**src/rtl/fetch_unit.sv**
```systemverilog
// fetch_unit: program counter and fetch control in front of a synchronous
// instruction memory. Presents the PC as the memory read address, tracks the
// PC of the word the memory is currently returning, and marks that word valid.
// It also handles stall, branch and jump redirects, squashing the wrong-path
// word already in flight.
//
// Ports:
//   clk, rst_n       clock shared with the memory; async active-low reset
//   i_stall          hold the current fetch (decode not ready)
//   i_branch_taken   redirect to i_branch_target (highest priority)
//   i_branch_target  byte address of the branch destination
//   i_jump           redirect to the J-format target built from i_jump_index
//   i_jump_index     26-bit J-format index field
//   i_instruction    registered memory output (only qualified, never stored)
//   o_read_address   byte address to the memory (= PC)
//   o_fetch_pc       PC of the word currently on i_instruction
//   o_pc_plus4       o_fetch_pc + 4, wrapped to the memory size (combinational)
//   o_inst_valid     i_instruction is a live, non-squashed fetch
//   o_fetch_count    count of words accepted by decode (valid and not stalled)
module fetch_unit #(
  parameter int unsigned RESET_PC  = 0,
  parameter int unsigned MEM_BYTES = 256
) (
  input  logic        clk,
  input  logic        rst_n,
  input  logic        i_stall,
  input  logic        i_branch_taken,
  input  logic [31:0] i_branch_target,
  input  logic        i_jump,
  input  logic [25:0] i_jump_index,
  input  logic [31:0] i_instruction,
  output logic [31:0] o_read_address,
  output logic [31:0] o_fetch_pc,
  output logic [31:0] o_pc_plus4,
  output logic        o_inst_valid,
  output logic [31:0] o_fetch_count
);

  // Keeps addresses word aligned and inside the memory.
  localparam logic [31:0] ADDR_MASK = 32'(MEM_BYTES - 1) & ~32'd3;
  localparam logic [31:0] RST_PC    = 32'(RESET_PC);

  logic [31:0] r_pc;
  logic [31:0] r_fetch_pc;
  logic        r_inst_valid;
  logic [31:0] r_fetch_count;

  logic [31:0] w_pc_plus4;
  logic [31:0] w_seq_pc;
  logic [31:0] w_branch_pc;
  logic [31:0] w_jump_pc;
  logic [31:0] w_pc_nxt;
  logic [31:0] w_fetch_pc_nxt;
  logic        w_inst_valid_nxt;
  logic [31:0] w_fetch_count_nxt;
  logic        w_unused;

  // The instruction word passes straight to decode; it is only qualified here.
  assign w_unused = ^i_instruction;

  // Candidate next PCs, all sanitised to the memory range.
  assign w_pc_plus4  = (r_fetch_pc + 32'd4) & ADDR_MASK;
  assign w_seq_pc    = (r_pc + 32'd4) & ADDR_MASK;
  assign w_branch_pc = i_branch_target & ADDR_MASK;
  assign w_jump_pc   = {w_pc_plus4[31:28], i_jump_index, 2'b00} & ADDR_MASK;

  // Next-state selection: branch > jump > stall > sequential.
  always_comb begin
    w_pc_nxt          = r_pc;
    w_fetch_pc_nxt    = r_fetch_pc;
    w_inst_valid_nxt  = r_inst_valid;
    w_fetch_count_nxt = r_fetch_count;

    if (r_inst_valid && !i_stall) begin
      w_fetch_count_nxt = r_fetch_count + 32'd1;
    end

    if (i_branch_taken) begin
      // Word sampled this edge is the sequential wrong-path fetch: squash it.
      w_pc_nxt         = w_branch_pc;
      w_fetch_pc_nxt   = r_pc;
      w_inst_valid_nxt = 1'b0;
    end else if (i_jump) begin
      w_pc_nxt         = w_jump_pc;
      w_fetch_pc_nxt   = r_pc;
      w_inst_valid_nxt = 1'b0;
    end else if (!i_stall) begin
      w_pc_nxt         = w_seq_pc;
      w_fetch_pc_nxt   = r_pc;
      w_inst_valid_nxt = 1'b1;
    end
  end

  // State registers.
  always_ff @(posedge clk or negedge rst_n) begin
    if (!rst_n) begin
      r_pc          <= RST_PC;
      r_fetch_pc    <= RST_PC;
      r_inst_valid  <= 1'b0;
      r_fetch_count <= 32'd0;
    end else begin
      r_pc          <= w_pc_nxt;
      r_fetch_pc    <= w_fetch_pc_nxt;
      r_inst_valid  <= w_inst_valid_nxt;
      r_fetch_count <= w_fetch_count_nxt;
    end
  end

  assign o_read_address = r_pc;
  assign o_fetch_pc     = r_fetch_pc;
  assign o_pc_plus4     = w_pc_plus4;
  assign o_inst_valid   = r_inst_valid;
  assign o_fetch_count  = r_fetch_count;

endmodule

```
**config.mk**
```make
export PLATFORM = sky130hd
export DESIGN_NAME = fetch_unit
export DESIGN_NICKNAME = d
export VERILOG_FILES = /design/src/rtl/fetch_unit.sv
export SDC_FILE = /design/constraint.sdc
export NUM_CORES = 1
export LEC_CHECK = 0
export CORE_ASPECT_RATIO = 1.25
export CORE_MARGIN = 2
export CORE_UTILIZATION = 36
export DETAILED_ROUTE_END_ITERATION = 8
export HOLD_SLACK_MARGIN = 0.06
export PLACE_DENSITY = 0.87
export RECOVER_POWER = 100
export REMOVE_ABC_BUFFERS = 1
export SLEW_MARGIN = 20
export SYNTH_ARGS = -nofsm -noshare
export SYNTH_HDL_FRONTEND = slang
export SYNTH_SLANG_ARGS = --single-unit
```
**constraint.sdc**
```tcl
create_clock -name clk -period 3.2 [get_ports clk]
set_input_delay 0.8 -clock clk [delete_from_list [all_inputs] [get_ports clk]]
set_output_delay 0.8 -clock clk [all_outputs]
set_load 0.01 [all_outputs]
```
## Word-level counts from Yosys, hierarchy flattened

Index checks and enable logic that the tools add are counted.

- Memories: 0
- Register bits after elaboration: 97
- Memory bits (read-only): 0
- Bits in writable memories: 0
- Logic and storage cells: 19
- Input bits: 95
- Latch bits: 0

- Multiply operators: 0
- Eq/ne operators: 1
- Mux-type cells: 9
- Reductions and logical operators: 2
- Shift operators: 0
- Divide/modulo/power cells: 0
- Order comparisons: 0
- Add/subtract/negate cells: 3
- Bitwise logic cells: 0

Operator list:

| kind | number |
|---|---|
| two-way mux 32 bit | 6 |
| adder 32 x 1 -> 32 bit, second input constant | 1 |
| adder 8 x 3 -> 8 bit, second input constant | 2 |
| two-way mux 1 bit | 3 |
| != test 3 x 1 -> 1 bit, second input constant | 1 |
| logical AND 1 bit | 1 |
| logical NOT 1 bit | 1 |

## Depth between registers and ports, before layout

- Depth after elaboration: 4
- Mapped depth: 5

## Worst setup path after synthesis

Ideal clock, no wire load.

- Path type: input to register
- From: input i_stall
- To: register r_fetch_count[21] (netlist: o_fetch_count[21])
- Library setup time: 127 ps
- Path buffers: 0
- Arrival time: 1726 ps
- Setup slack: 1348 ps
- Cell stages on the path: 4
- Cells stage by stage: nand4b_1 > nor4_4 > nand4_1 > xnor2_1

- Cells in the longest elaborated chain, start to end: 2

Ends and longest elaborated chain:

| item | RTL line | source |
|---|---|---|
| start: declaration | 26 | `input logic i_stall,` |
| logical NOT 1 bit | n/a |  |
| logical AND 1 bit | 74 | `if (r_inst_valid && !i_stall) begin` |
| end signal: assignment | 105 | `r_fetch_count <= w_fetch_count_nxt;` |
| end: declaration | 46 | `logic [31:0] r_fetch_count;` |

No other way between the ends.
A chain may end at the register's enable or synchronous reset.

## Final worst setup path

- From: register r_fetch_pc[4] (netlist: o_fetch_pc[4])
- To: output o_pc_plus4[7]

- Cells in the longest elaborated chain, start to end: 1

Ends and longest elaborated chain:

| item | RTL line | source |
|---|---|---|
| start: declaration | 44 | `logic [31:0] r_fetch_pc;` |
| start signal: assignment | 103 | `r_fetch_pc <= w_fetch_pc_nxt;` |
| adder 8 x 3 -> 8 bit | 62 | `assign w_pc_plus4 = (r_fetch_pc + 32'd4) & ADDR_MASK;` |
| end: declaration | 34 | `output logic [31:0] o_pc_plus4,` |

No other way between the ends.

==> metrics.md <==
| Metric | Value |
|---|---|
| Result of the run | `completed` |
| Routed wire length | `5380 um` |
| List of most frequent post-synthesis cells | `sky130_fd_sc_hd__buf_4 (78), sky130_fd_sc_hd__dfrtp_1 (45), sky130_fd_sc_hd__xnor2_1 (32)` |
| Transition time at the pin with the least slew margin | `840 ps` |
| F_max | `0.391 GHz` |
| Number of max-cap violations | `0` |
| Endpoint of the worst hold-timing path | `o_fetch_count[31]` |
| Capture instance of the worst register-to-register path | `o_fetch_count[26]` |
| Number of H-tree levels | `2` |
| Multi-input gate area | `1330 um2` |
| Clock latency at the later pin of the worst-skew pair | `300 ps` |
| Warnings, synthesis | `0` |
| Antenna fix cells | `0` |
| Gate count of the mapped netlist | `279` |
| RSZ-0062 raised after global routing | `no` |
| Die X | `82.8 um` |
| Data arrival time of the worst path | `1760 ps` |
| Share of the clock period used by the worst path after layout | `79.9%` |
| Worst clock skew | `5.96 ps` |
| Type of element capturing the critical path | `output port` |
| PnR Total Power | `1.51 mW` |
| Xor/xnor share of the synthesized area | `11.9%` |
| Worst Path Required | `2400 ps` |
| Sequential share of the synthesized area | `40.3%` |
| Post-synthesis compound-gate area fraction | `3.50%` |
| First-pass GRT wire length | `8240 um` |
| Slew headroom | `43.6%` |
| Relative area change from synthesis to final layout | `21.9%` |
| Flop and latch count out of synthesis | `45` |
| Buffer count from post-CTS setup fixing | `0` |
| Via count | `1960` |
| Delay contributed by the slowest stage of the critical path | `610 ps` |
| Number of flops mapped to enable cells by yosys | `0` |
| # hold bufs at CTS | `0` |
| Share of the synthesized area in the top cell type | `40.3%` |
| Mean routed wirelength per cell | `12.1 um` |
| Slowest cell on the critical path | `sky130_fd_sc_hd__dlygate4sd3_1` |
| Filler cells | `700` |
| Top fanout value on the critical path | `5` |
| Number of ports placed on the die boundary | `224` |
| Cells resized by post-CTS repair | `0` |
| Total clock buffers created by CTS | `5` |
| Die Y | `102 um` |
| Worst min-delay path startpoint | `o_fetch_count[31]` |
| Register Area | `1130 um2` |
| Final min period | `2560 ps` |
| Setup_tns | `0 ps` |
| Leakage power summed over all cells | `1.65 nW` |
| Remaining routing DRC violations | `0` |
| Antenna-violating nets left | `0` |
| TritonCTS clock tree | `done` |
| Cell count after placement | `435` |
| Final weighted congestion in routability-driven placement | `0.718` |
| Hold/Removal Path Class | `register to register` |
| Post-Layout Cell Count | `443` |
| Final net count | `448` |
| Via-to-Cell Ratio | `4.42` |
| Max Slew Vio Count | `0` |
| Cell at the root of the clock tree | `sky130_fd_sc_hd__clkbuf_8` |
| Number of antenna violations at the first check in global routing | `0` |
| Multiplexer area fraction after synthesis | `3.94%` |
| Initial Utilization | `37.5%` |
| Via count of the first global-routing pass | `1736` |
| Remaining global-route overflow | `0` |
| Predominant post-synthesis flop cell | `sky130_fd_sc_hd__dfrtp_1` |
| Synth top area cells | `sky130_fd_sc_hd__dfrtp_1 (40%), sky130_fd_sc_hd__buf_4 (21%), sky130_fd_sc_hd__xnor2_1 (10%), sky130_fd_sc_hd__nand4_1 (3.4%), sky130_fd_sc_hd__mux2_2 (3.2%)` |
| Path depth of the worst reg2reg path | `5` |
| Number of cells traversed by the worst hold path | `1` |
| Synthesized-area fraction occupied by and/or/nand/nor cells | `16.6%` |
| DRT iter0 DRCs | `48` |
| Startpoint of the lowest-slack register-to-register path | `o_fetch_count[0]` |
| Cell type contributing the most total cell area after synthesis | `sky130_fd_sc_hd__dfrtp_1` |
| Register-to-register path setup slack | `1160 ps` |
| Share of flip-flops with an asynchronous set or reset after synthesis | `100%` |
| Path type of the worst setup path | `register to output port` |
| Number of buffer and inverter stages on the critical path | `1` |
| Combinational family with the most area after synthesis | `buffers and inverters` |
| Synthesized-area fraction occupied by adder cells | `1.34%` |
| Clk sinks | `45` |
| Critical path startpoint category | `register` |
| Number of placement rows | `35` |
| Worst-case clock buffer depth | `2` |
| Clock-pin slew of the registers on the worst-case setup and hold paths | `80 ps` |
| Cell type group with the largest total delay on the critical path | `buffers and inverters` |
| Most frequent cell after synthesis | `sky130_fd_sc_hd__buf_4` |
| Final HPWL from detailed placement | `4190 um` |
| Pin count of the biggest net entering global routing | `46` |
| Placeable core area | `7440 um2` |
| Mapped cell area | `2790 um2` |
| Critical path, cell by cell | `and3_1, nand3_1, xnor2_1, dlygate4sd3_1` |
| Fin. Hold Viols | `0` |
| Count of TritonRoute iterations in the first routing pass | `4` |
| Pwr/cell area | `443 nW/um2` |
| Synth unique cells | `35` |
| Total setup violations reported at the end of the flow | `0` |
| Port Buffers | `67` |
| Share of cells above drive strength 1 | `6.84%` |
| Post-Syn Area per Cell | `10.0 um2` |
| All-Layer GR Usage | `12.8%` |
| Die Area | `8480 um2` |
| Max rail drop VDD | `0.208 mV` |
-- where the power goes --
part,internal [mW],total (mW),switching [mW]
registers,0.614,0.680,0.0669
logic,0.157,0.313,0.156
clock network,0.314,0.514,0.200
-- cells by family after synthesis --
group | after synthesis
muxes | 10
buffers and inverters | 87
DFF | 45
adders and majority gates | 3
and+or+nand+nor | 79
xor gates and xnor gates | 38
other | 1
AOI/OAI and AO/OA | 16
-- per-stage QoR --
step | hold WS [ps] | cell area (um2) | setup slack [ps] | util, %
CTS | 487 | 3410 | 667 | 45.8
finish | 472 | 3400 | 643 | 45.7
global placement | 465 | 3280 | 500 | 44.0
global route | 508 | 3400 | 525 | 45.7
detailed placement | 471 | 3280 | 458 | 44.0
floorplan | 504 | 2480 | 1340 | -
-- state kept, by name (all words and copies together) (netlist names) --
signal and cells:
o_fetch_count 32, o_fetch_pc 6, o_read_address 6, o_inst_valid 1
-- worst register-to-register path: stages (launching register included) --
cell and delay [ps]:
sky130_fd_sc_hd__dfrtp_1 450, sky130_fd_sc_hd__ha_1 200, sky130_fd_sc_hd__nand3_1 130, sky130_fd_sc_hd__nor4_2 780, sky130_fd_sc_hd__nand4_1 220, sky130_fd_sc_hd__xnor2_1 170
-- worst max path at each step --
stage	cells past startpoint	endpoint	slack, ps	startpoint
after floorplan	4	o_fetch_count[21]	1340	i_stall
after global placement	5	o_fetch_count[31]	500	i_stall
after detailed placement	5	o_fetch_count[21]	460	i_stall
after CTS	4	o_pc_plus4[7]	670	o_fetch_pc[4]
after global routing	4	o_pc_plus4[7]	530	o_fetch_pc[4]
final	4	o_pc_plus4[7]	640	o_fetch_pc[4]
-- cell usage in the layout, fill, tap and decap left out, types with 5 or more instances in the layout --
cell and n:
sky130_fd_sc_hd__mux2_2 8, sky130_fd_sc_hd__nor2_1 9, sky130_fd_sc_hd__nand4_1 15, sky130_fd_sc_hd__conb_1 78, sky130_fd_sc_hd__xor2_1 6, sky130_fd_sc_hd__dlygate4sd3_1 53
sky130_fd_sc_hd__nand2_1 18, sky130_fd_sc_hd__o21ai_0 6, sky130_fd_sc_hd__clkbuf_8 5, sky130_fd_sc_hd__nand3_1 14, sky130_fd_sc_hd__and3_1 5, sky130_fd_sc_hd__clkdlybuf4s50_1 13
sky130_fd_sc_hd__xnor2_1 32, sky130_fd_sc_hd__inv_1 5, sky130_fd_sc_hd__dfrtp_1 45
-- layout make-up --
type | count | area share (%)
clock inverters | 3 | 2.02
clock buffers | 5 | 2.02
well taps | 92 | 3.38
repair buffers | 69 | 20.0
flip-flops and latches | 45 | 33.1
multi-input cells | 224 | 39.0
inverters | 5 | 0.551
-- routing by layer --
layer | global-route usage [%] | vias up | routed length (um)
met4 | 6.05 | 0 | 111
met3 | 4.68 | 9 | 586
met5 | 0 | - | 0
met2 | 20.5 | 108 | 2550
li1 | - | 924 | -
met1 | 15.1 | 919 | 2130
(Power assumes the default switching activity.)
